**src/rtl/display_scheduler_if.sv**
```systemverilog
`default_nettype none
// ============================================================================
// Module      : display_scheduler_if
// Description : Digit-source bundle between the clock core and the display
//               scheduler. The master side supplies the digit sources and
//               requests. The slave side (the scheduler) returns the digit
//               codes, the source indicator and the step strobe.
// Revision    : 1.0 - initial release
// ============================================================================
interface display_scheduler_if;
    logic [15:0] time_digits;
    logic [39:0] date_digits;
    logic [15:0] alarm_digits;
    logic        alarm_req;
    logic        mode_btn;
    logic [15:0] disp_code;
    logic [1:0]  src;
    logic        step;

    modport master (
        output time_digits, date_digits, alarm_digits, alarm_req, mode_btn,
        input  disp_code, src, step
    );

    modport slave (
        input  time_digits, date_digits, alarm_digits, alarm_req, mode_btn,
        output disp_code, src, step
    );
endinterface
`default_nettype wire

```
**src/rtl/display_scheduler.sv**
```systemverilog
`default_nettype none
// ============================================================================
// Module      : display_scheduler
// Description : Chooses what the four 7-segment digits show. The sources are
//               live time, a one-shot scrolling date marquee and a blinking
//               alarm readout. A local prescaler paces the scroll and blink
//               steps.
// Revision    : 1.0 - initial release
// ============================================================================
module display_scheduler #(
    parameter int TICK_DIV = 50_000_000
) (
    input  logic                clk,
    input  logic                rst_n,
    display_scheduler_if.slave  bus
);

    localparam int              PW        = (TICK_DIV > 1) ? $clog2(TICK_DIV) : 1;
    localparam logic [PW-1:0]   PRESC_MAX = PW'(TICK_DIV - 1);
    localparam logic [2:0]      POS_LAST  = 3'd6;
    localparam logic [15:0]     BLANK     = 16'hFFFF;

    // The encoding doubles as the src indicator value.
    typedef enum logic [1:0] {
        S_TIME  = 2'd0,
        S_DATE  = 2'd1,
        S_ALARM = 2'd2
    } state_t;

    state_t         state, state_nxt;
    logic [PW-1:0]  presc, presc_nxt;
    logic [2:0]     pos, pos_nxt;
    logic           blink, blink_nxt;
    logic [15:0]    disp_q, disp_nxt;
    logic [1:0]     src_q, src_nxt;
    logic           tick;
    logic [15:0]    window;

    // The strobe comes straight from the prescaler value. It is never gated by state.
    assign tick = (presc == PRESC_MAX);

    // State, prescaler, marquee position, blink phase and output registers.
    always_ff @(posedge clk) begin
        if (!rst_n) begin
            state  <= S_TIME;
            presc  <= '0;
            pos    <= 3'd0;
            blink  <= 1'b0;
            disp_q <= BLANK;
            src_q  <= 2'd0;
        end else begin
            state  <= state_nxt;
            presc  <= presc_nxt;
            pos    <= pos_nxt;
            blink  <= blink_nxt;
            disp_q <= disp_nxt;
            src_q  <= src_nxt;
        end
    end

    // Four-character window of the date string that starts at char pos.
    always_comb begin
        window = BLANK;
        case (pos)
            3'd0:    window = bus.date_digits[39:24];
            3'd1:    window = bus.date_digits[35:20];
            3'd2:    window = bus.date_digits[31:16];
            3'd3:    window = bus.date_digits[27:12];
            3'd4:    window = bus.date_digits[23:8];
            3'd5:    window = bus.date_digits[19:4];
            3'd6:    window = bus.date_digits[15:0];
            default: window = BLANK;
        endcase
    end

    // Next-state logic. Alarm beats the marquee. The prescaler restarts on every
    // entry into the marquee or the alarm so that the first window and the
    // first blink phase each get a full step.
    always_comb begin
        state_nxt = state;
        presc_nxt = tick ? '0 : presc + PW'(1);
        pos_nxt   = pos;
        blink_nxt = blink;

        case (state)
            S_TIME: begin
                if (bus.alarm_req) begin
                    state_nxt = S_ALARM;
                    presc_nxt = '0;
                    blink_nxt = 1'b0;
                end else if (bus.mode_btn) begin
                    state_nxt = S_DATE;
                    presc_nxt = '0;
                    pos_nxt   = 3'd0;
                end
            end
            S_DATE: begin
                if (bus.alarm_req) begin
                    state_nxt = S_ALARM;
                    presc_nxt = '0;
                    blink_nxt = 1'b0;
                end else if (tick) begin
                    if (pos == POS_LAST) begin
                        state_nxt = S_TIME;
                    end else begin
                        pos_nxt = pos + 3'd1;
                    end
                end
            end
            S_ALARM: begin
                if (!bus.alarm_req) begin
                    state_nxt = S_TIME;
                end else if (tick) begin
                    blink_nxt = ~blink;
                end
            end
            default: begin
                state_nxt = S_TIME;
            end
        endcase
    end

    // The output mux works from the current registered state. Its result is
    // registered, so the display trails the state by one cycle.
    always_comb begin
        disp_nxt = bus.time_digits;
        src_nxt  = state;
        case (state)
            S_DATE:  disp_nxt = window;
            S_ALARM: disp_nxt = blink ? BLANK : bus.alarm_digits;
            default: disp_nxt = bus.time_digits;
        endcase
    end

    assign bus.disp_code = disp_q;
    assign bus.src       = src_q;
    assign bus.step      = tick;

endmodule
`default_nettype wire

```
**src/flat_wrapper.sv**
```systemverilog
// flat-port wrapper written by rule: the top's interface ports become plain ports
module display_scheduler_flat 
#(
    parameter int TICK_DIV = 50_000_000
)
  (clk, rst_n, bus_time_digits, bus_date_digits, bus_alarm_digits, bus_alarm_req, bus_mode_btn, bus_disp_code, bus_src, bus_step);
  display_scheduler_if bus_i ();
  input  logic clk;
  input  logic rst_n;
  input wire logic [$bits(bus_i.time_digits)-1:0] bus_time_digits;
  input wire logic [$bits(bus_i.date_digits)-1:0] bus_date_digits;
  input wire logic [$bits(bus_i.alarm_digits)-1:0] bus_alarm_digits;
  input wire logic [$bits(bus_i.alarm_req)-1:0] bus_alarm_req;
  input wire logic [$bits(bus_i.mode_btn)-1:0] bus_mode_btn;
  output wire logic [$bits(bus_i.disp_code)-1:0] bus_disp_code;
  output wire logic [$bits(bus_i.src)-1:0] bus_src;
  output wire logic [$bits(bus_i.step)-1:0] bus_step;
  assign bus_i.time_digits = bus_time_digits;
  assign bus_i.date_digits = bus_date_digits;
  assign bus_i.alarm_digits = bus_alarm_digits;
  assign bus_i.alarm_req = bus_alarm_req;
  assign bus_i.mode_btn = bus_mode_btn;
  assign bus_disp_code = bus_i.disp_code;
  assign bus_src = bus_i.src;
  assign bus_step = bus_i.step;
  display_scheduler #(.TICK_DIV(TICK_DIV)) u_core (.clk(clk), .rst_n(rst_n), .bus(bus_i));
endmodule
```
**config.mk**
```make
export PLATFORM = sky130hd
export DESIGN_NAME = display_scheduler_flat
export DESIGN_NICKNAME = d
export VERILOG_FILES = /design/src/rtl/display_scheduler_if.sv /design/src/rtl/display_scheduler.sv /design/src/flat_wrapper.sv
export SDC_FILE = /design/constraint.sdc
export NUM_CORES = 1
export LEC_CHECK = 0
export BUFFER_PORTS_ARGS = -buffer_cell sky130_fd_sc_hd__buf_2
export CORE_UTILIZATION = 24
export CTS_BUF_LIST = sky130_fd_sc_hd__clkbuf_16
export CTS_CLUSTER_SIZE = 28
export DETAILED_ROUTE_END_ITERATION = 7
export GPL_TIMING_DRIVEN = 0
export HOLD_SLACK_MARGIN = 0.05
export PLACE_DENSITY = 0.56
export SYNTH_ARGS = -nofsm -noshare
export SYNTH_HDL_FRONTEND = slang
export SYNTH_SLANG_ARGS = --single-unit
```
**constraint.sdc**
```tcl
create_clock -name clk -period 2.2 [get_ports clk]
set_input_delay 0.33 -clock clk [delete_from_list [all_inputs] [get_ports clk]]
set_output_delay 0.33 -clock clk [all_outputs]
set_load 0.01 [all_outputs]
```
======== Yosys cells after proc, flatten, opt, wreduce, memory -nomap -nowiden ========
Index checks and enable logic that the tools add are counted.
operators by class
  multiplexer cells ....................... 25
  bitwise gates (word level) .............. 1
  reduce and logical (&&, ||, !) cells .... 8
  $add $sub $neg .......................... 2
  eq/ne operators ......................... 21
operators by type and width
  operator                                                          count
  16-bit one-hot mux with 7 select lines                            1
  26-bit two-way mux                                                4
  26-bit one-hot mux with 2 select lines                            1
  16-bit one-hot mux with 2 select lines                            1
  26-bit by 1-bit adder with 26-bit output (second input constant)  1
  26-bit == test (second input constant)                            1
  16-bit two-way mux                                                1
  3-bit two-way mux                                                 5
  2-bit two-way mux                                                 6
  2-bit != test (second input constant)                             6
  3-bit == test (second input constant)                             3
  4-bit AND reduction                                               2
  3-bit by 2-bit == test with 1-bit output (second input constant)  2
  2-bit by 1-bit != test with 1-bit output (second input constant)  3
  3-bit by 2-bit != test with 1-bit output (second input constant)  2
  2-bit one-hot mux with 3 select lines                             1
  3-bit one-hot mux with 2 select lines                             1
  6-bit AND reduction                                               1
  2-bit nonzero test                                                2
  3-bit by 1-bit adder with 3-bit output (second input constant)    1
  3-bit by 1-bit == test with 1-bit output (second input constant)  1
  3-bit logical NOT                                                 1
  1-bit two-way mux                                                 3
  3-bit != test (second input constant)                             1
  other kinds (6)                                                   6
storage, ports and cells
  logic and storage cells ................. 63
  flip-flop bits (word level) ............. 50
  output and inout port bits .............. 19

======== Longest topological paths before layout ========
  word-level depth ........................ 5
  mapped depth ............................ 10

======== Worst setup path after synthesis ========
OpenSTA, ideal clock, no wires.
  path kind ............................... register -> register
  start ................................... reg u_core.pos[2]
  end ..................................... reg u_core.disp_q[11] (netlist: u_core.bus.disp_code[11])
  library setup time ...................... 58 ps
  required time ........................... 2,142 ps
  cell stages (with the launch flop) ...... 11
  arrival ................................. 2,109 ps
  setup slack ............................. 33 ps
  cell sequence ........................... dfxtp_1 -> buf_4 -> buf_4 -> clkinv_1 -> ha_1 -> clkbuf_1 -> nor4_4 -> buf_2 -> a221oi_1 -> a21oi_1 -> o22a_1
between the ends
  cells in the longest elaborated chain, start to end .. 3
  elaborated cells on any way between the ends .. 9
  classes of those cells .................. eq/ne (6); mux (2); reduce/logical (1)
RTL lines
  item                                        line                      text
  from (decl)                                 display_scheduler.sv:32   logic [2:0] pos, pos_nxt;
  from (signal assigned)                      display_scheduler.sv:54   pos <= pos_nxt;
  3-bit == test (tied with other cells)       display_scheduler.sv:64   case (pos)
  16-bit one-hot mux with 7 select lines (*)  display_scheduler.sv:64
  16-bit one-hot mux with 2 select lines (*)  display_scheduler.sv:128  case (state)
  to (signal assigned)                        display_scheduler.sv:56   disp_q <= disp_nxt;
  to (decl)                                   display_scheduler.sv:34   logic [15:0] disp_q, disp_nxt;
Mark *: on every way between the ends. The rest lies on a longest branch, timed or not.
A chain may end at the register's enable or synchronous reset.

======== Worst setup path after layout ========
  start ................................... reg u_core.presc[0]
  end ..................................... out bus_step
between the ends
  cells in the longest elaborated chain, start to end .. 1
RTL lines
  item                    line                     text
  from (decl)             display_scheduler.sv:31  logic [PW-1:0] presc, presc_nxt;
  from (signal assigned)  display_scheduler.sv:53  presc <= presc_nxt;
  26-bit == test          display_scheduler.sv:40  assign tick = (presc == PRESC_MAX);
  to (decl)               flat_wrapper.sv:17       output wire logic [$bits(bus_i.step)-1:0] bus_step;
Every way passes these cells.

==> flow_summary.yaml <==
status:
  outcome: "complete, no violations"
cts:
  root_buffer: "clkbuf_16"
  cts.reportedPaths.clkPinSlew_ps: 70
  htree_levels: 2
  clk_latency_ps: 290
  cts_buffers: 5
  clock_path_buffers: 2
  cts.sinks: 50
  cts_tree: "built"
  cts_hold_buffers: 0
cells_and_area:
  drive_gt1_frac: 0.355
  area_growth_syn_to_layout_pct: 27.6
  nNetsFinal: 571
  fin_util: 0.315
  diodes: 0
  fillers: 1393
job:
  cap_violations: 0
synthesis:
  synth-main-ff-cell: "dfxtp_1"
  syn_inst: 384
  synth_nets: 469
  yosysTopAreaCell: "dfxtp_1"
  synth.area.top_cells: "dfxtp_1 31%, a221oi_1 5.9%, mux2_2 5.5%, xnor2_1 4.8%, o21ai_0 4.1%"
  synth_most_common_cell: "dfxtp_1"
  yosysSeqAreaShare: 0.305
  synthDominantCellAreaShare: 0.305
  synth.distinct_cells: 55
  synth_commonest_cells: "50 x dfxtp_1, 27 x o21ai_0, 26 x nor2_1"
  syn-cell-area_mm2: 0.00328
  synth-edff-count: 0
  synth-async-reset-ratio: 0
  ys_ff_latch: 50
  synth.avg_cell_area_um2: 8.54
  yosys_warnings: 0
power_and_ir_drop:
  ir_drop_uv: 375
  power.density_mw_per_mm2: 584
  pwr-share-seq: 0.412
  swShare: 0.281
  p_comb_frac: 0.220
  switchingPower_uw: 686
  intPower_mw: 1.76
  leakage_nw: 1.59
  clkPwrFrac: 0.368
global_route:
  grt_pass1_wl_um: 16400
  first_global_vias: 3200
  antenna_found_initial: 0
  grt-ovfl-total: 0
  use_met3: 0.0278
  use_met2: 0.238
  grt_use_met1: 0.191
  grt_max_degree: 17
  busiest_layer: "met2"
  grt_usage: 0.146
placed_design:
  hpwl_um: 8010
  io_buffers: 94
  gp_congestion: 0.909
route:
  vias: 3371
  drtIter0Drc: 224
  viasPerCell: 5.08
  firstDrtPassIters: 5
  wl_per_cell_um: 15.9
  ant_nets: 0
  drt-total-wl_um: 10600
  drc_errors: 0
critical_path:
  required_ps: 1870
  cpMostUsedCell: "buf_2"
  end_kind: "primary output"
  critPathLaunchType: "flop"
  path_class: "flop to primary output"
  reg2reg_from: "u_core.pos[0]"
  arrival_ps: 1770
  crit_path_cell_trace: "ha_1 -> and3_1 -> buf_2 -> nand2_4 -> nor3_4 -> buf_2"
  cp_top_family: "simple AND/OR/NAND/NOR gates"
  max_stage_delay_ps: 360
  worstPathMaxFanout: 10
  startpoint: "u_core.presc[0]"
  worst-path-buf-inv: 2
  cp_slowest_cell: "dfxtp_2"
timing:
  fin_skew_ps: 10.6
  relSlewSlack: 0.616
  hold_viol_final: 0
  rsz0062_at_grt: "no"
  drv_slew: 0
  fin_crit_ps: 2100
  worst_pin_slew_ps: 577
  fmax_ghz: 0.475
  final.period_utilization: 0.957
  setup_viol: 0
  holdWs_ps: 262
floorplan:
  core_area_mm2: 0.0133
  start_util: 0.247
  ios: 95
  die_x_um: 119
  die_area_mm2: 0.0141
  die_h_um: 119
  num_rows: 42
worst_hold_path:
  hold_start: "bus_time_digits[13]"
  worstHoldPathType: "primary input to flop"
metal layers:
metal	vias up	part of all wire
met5	-	0
met4	0	0.027
met3	21	0.074
met2	155	0.45
met1	1580	0.45
li1	1615	-
stage by stage:
step / instance area [um2] / std cells / total power [mW] / setup TNS (ps) / setup slack (ps)
floorplan: 3280 / 384 / 1.33 / 0 / 32.9
finish: 4180 / 663 / 2.44 / 0 / 95.2
CTS: 4160 / 662 / 2.46 / 0 / 22.1
detailed placement: 3970 / 654 / 1.56 / -9300 / -804
global route: 4180 / 663 / 2.56 / 0 / 6.90
global placement: 3970 / 654 / 1.55 / -9320 / -793
path summary, 6_finish.rpt:
check,to,slack (ps),cells past startpoint
worst max-delay path,bus_step,100,6
worst min-delay path,u_core.bus.disp_code[13],260,2
worst max register to register,u_core.bus.disp_code[12],110,7
worst min register to register,u_core.presc[0],430,1
worst reg2reg max path: stages, from the launching register on:
cell	delay, ps
dfxtp_1	420
inv_1	90
ha_1	310
a221oi_1	330
a21oi_1	90
a211o_1	290
o21ai_0	270
a31oi_1	150
flip-flops by register name, indices dropped and copies added (netlist names):
| register | cells |
|---|---|
| u_core.presc | 26 |
| u_core.src_nxt | 2 |
| u_core.bus.src | 2 |
| u_core.pos | 3 |
| u_core.bus.disp_code | 16 |
| u_core.blink | 1 |
layout make-up:
| type | count | area (um2) | share of cell area |
|---|---|---|---|
| well taps | 176 | 220 | 0.0526 |
| inverters | 12 | 47.5 | 0.0114 |
| clock buffers | 5 | 125 | 0.0299 |
| clock inverters | 3 | 43.8 | 0.0105 |
| multi-input cells | 294 | 2100 | 0.501 |
| plain buffers | 27 | 164 | 0.0392 |
| flip-flops and latches | 50 | 1000 | 0.240 |
| repair buffers | 96 | 485 | 0.116 |
logic make-up after synthesis:
| group | after synthesis | synth area share |
|---|---|---|
| DFF | 50 | 0.305 |
| adders and majority gates | 9 | 0.0344 |
| xor gates and xnor gates | 24 | 0.0641 |
| buffers and inverters | 40 | 0.0630 |
| muxes | 21 | 0.0706 |
| and+or+nand+nor | 127 | 0.226 |
| AOI/OAI and AO/OA | 113 | 0.236 |
power groups by stage:
stage / registers [mW] / clock network [mW] / logic (mW)
after detailed placement: 1.03 / 0 / 0.533
after global placement: 1.03 / 0 / 0.527
after global routing: 1.01 / 0.958 / 0.587
after floorplan: 1.06 / 0 / 0.268
after CTS: 1.01 / 0.915 / 0.537
final: 1.01 / 0.899 / 0.539
cells in the final DEF, fill, tap and decap left out, types with 12 or more instances in the layout:
cell        n
nor2_1     26
dfxtp_1    49
nand3_1    13
nand2_1    25
xnor2_1    18
mux2_2     16
a221oi_1   22
buf_2     100
a21oi_1    18
o21ai_0    27
nor2_2     20
clkbuf_1   12
timing repair:
action,in CTS,in global routing
pin swaps,3,2
setup buffers,1,1
resized for setup,6,9
endpoints found under the setup margin,17,14
Power figures use the tool's default switching activity.
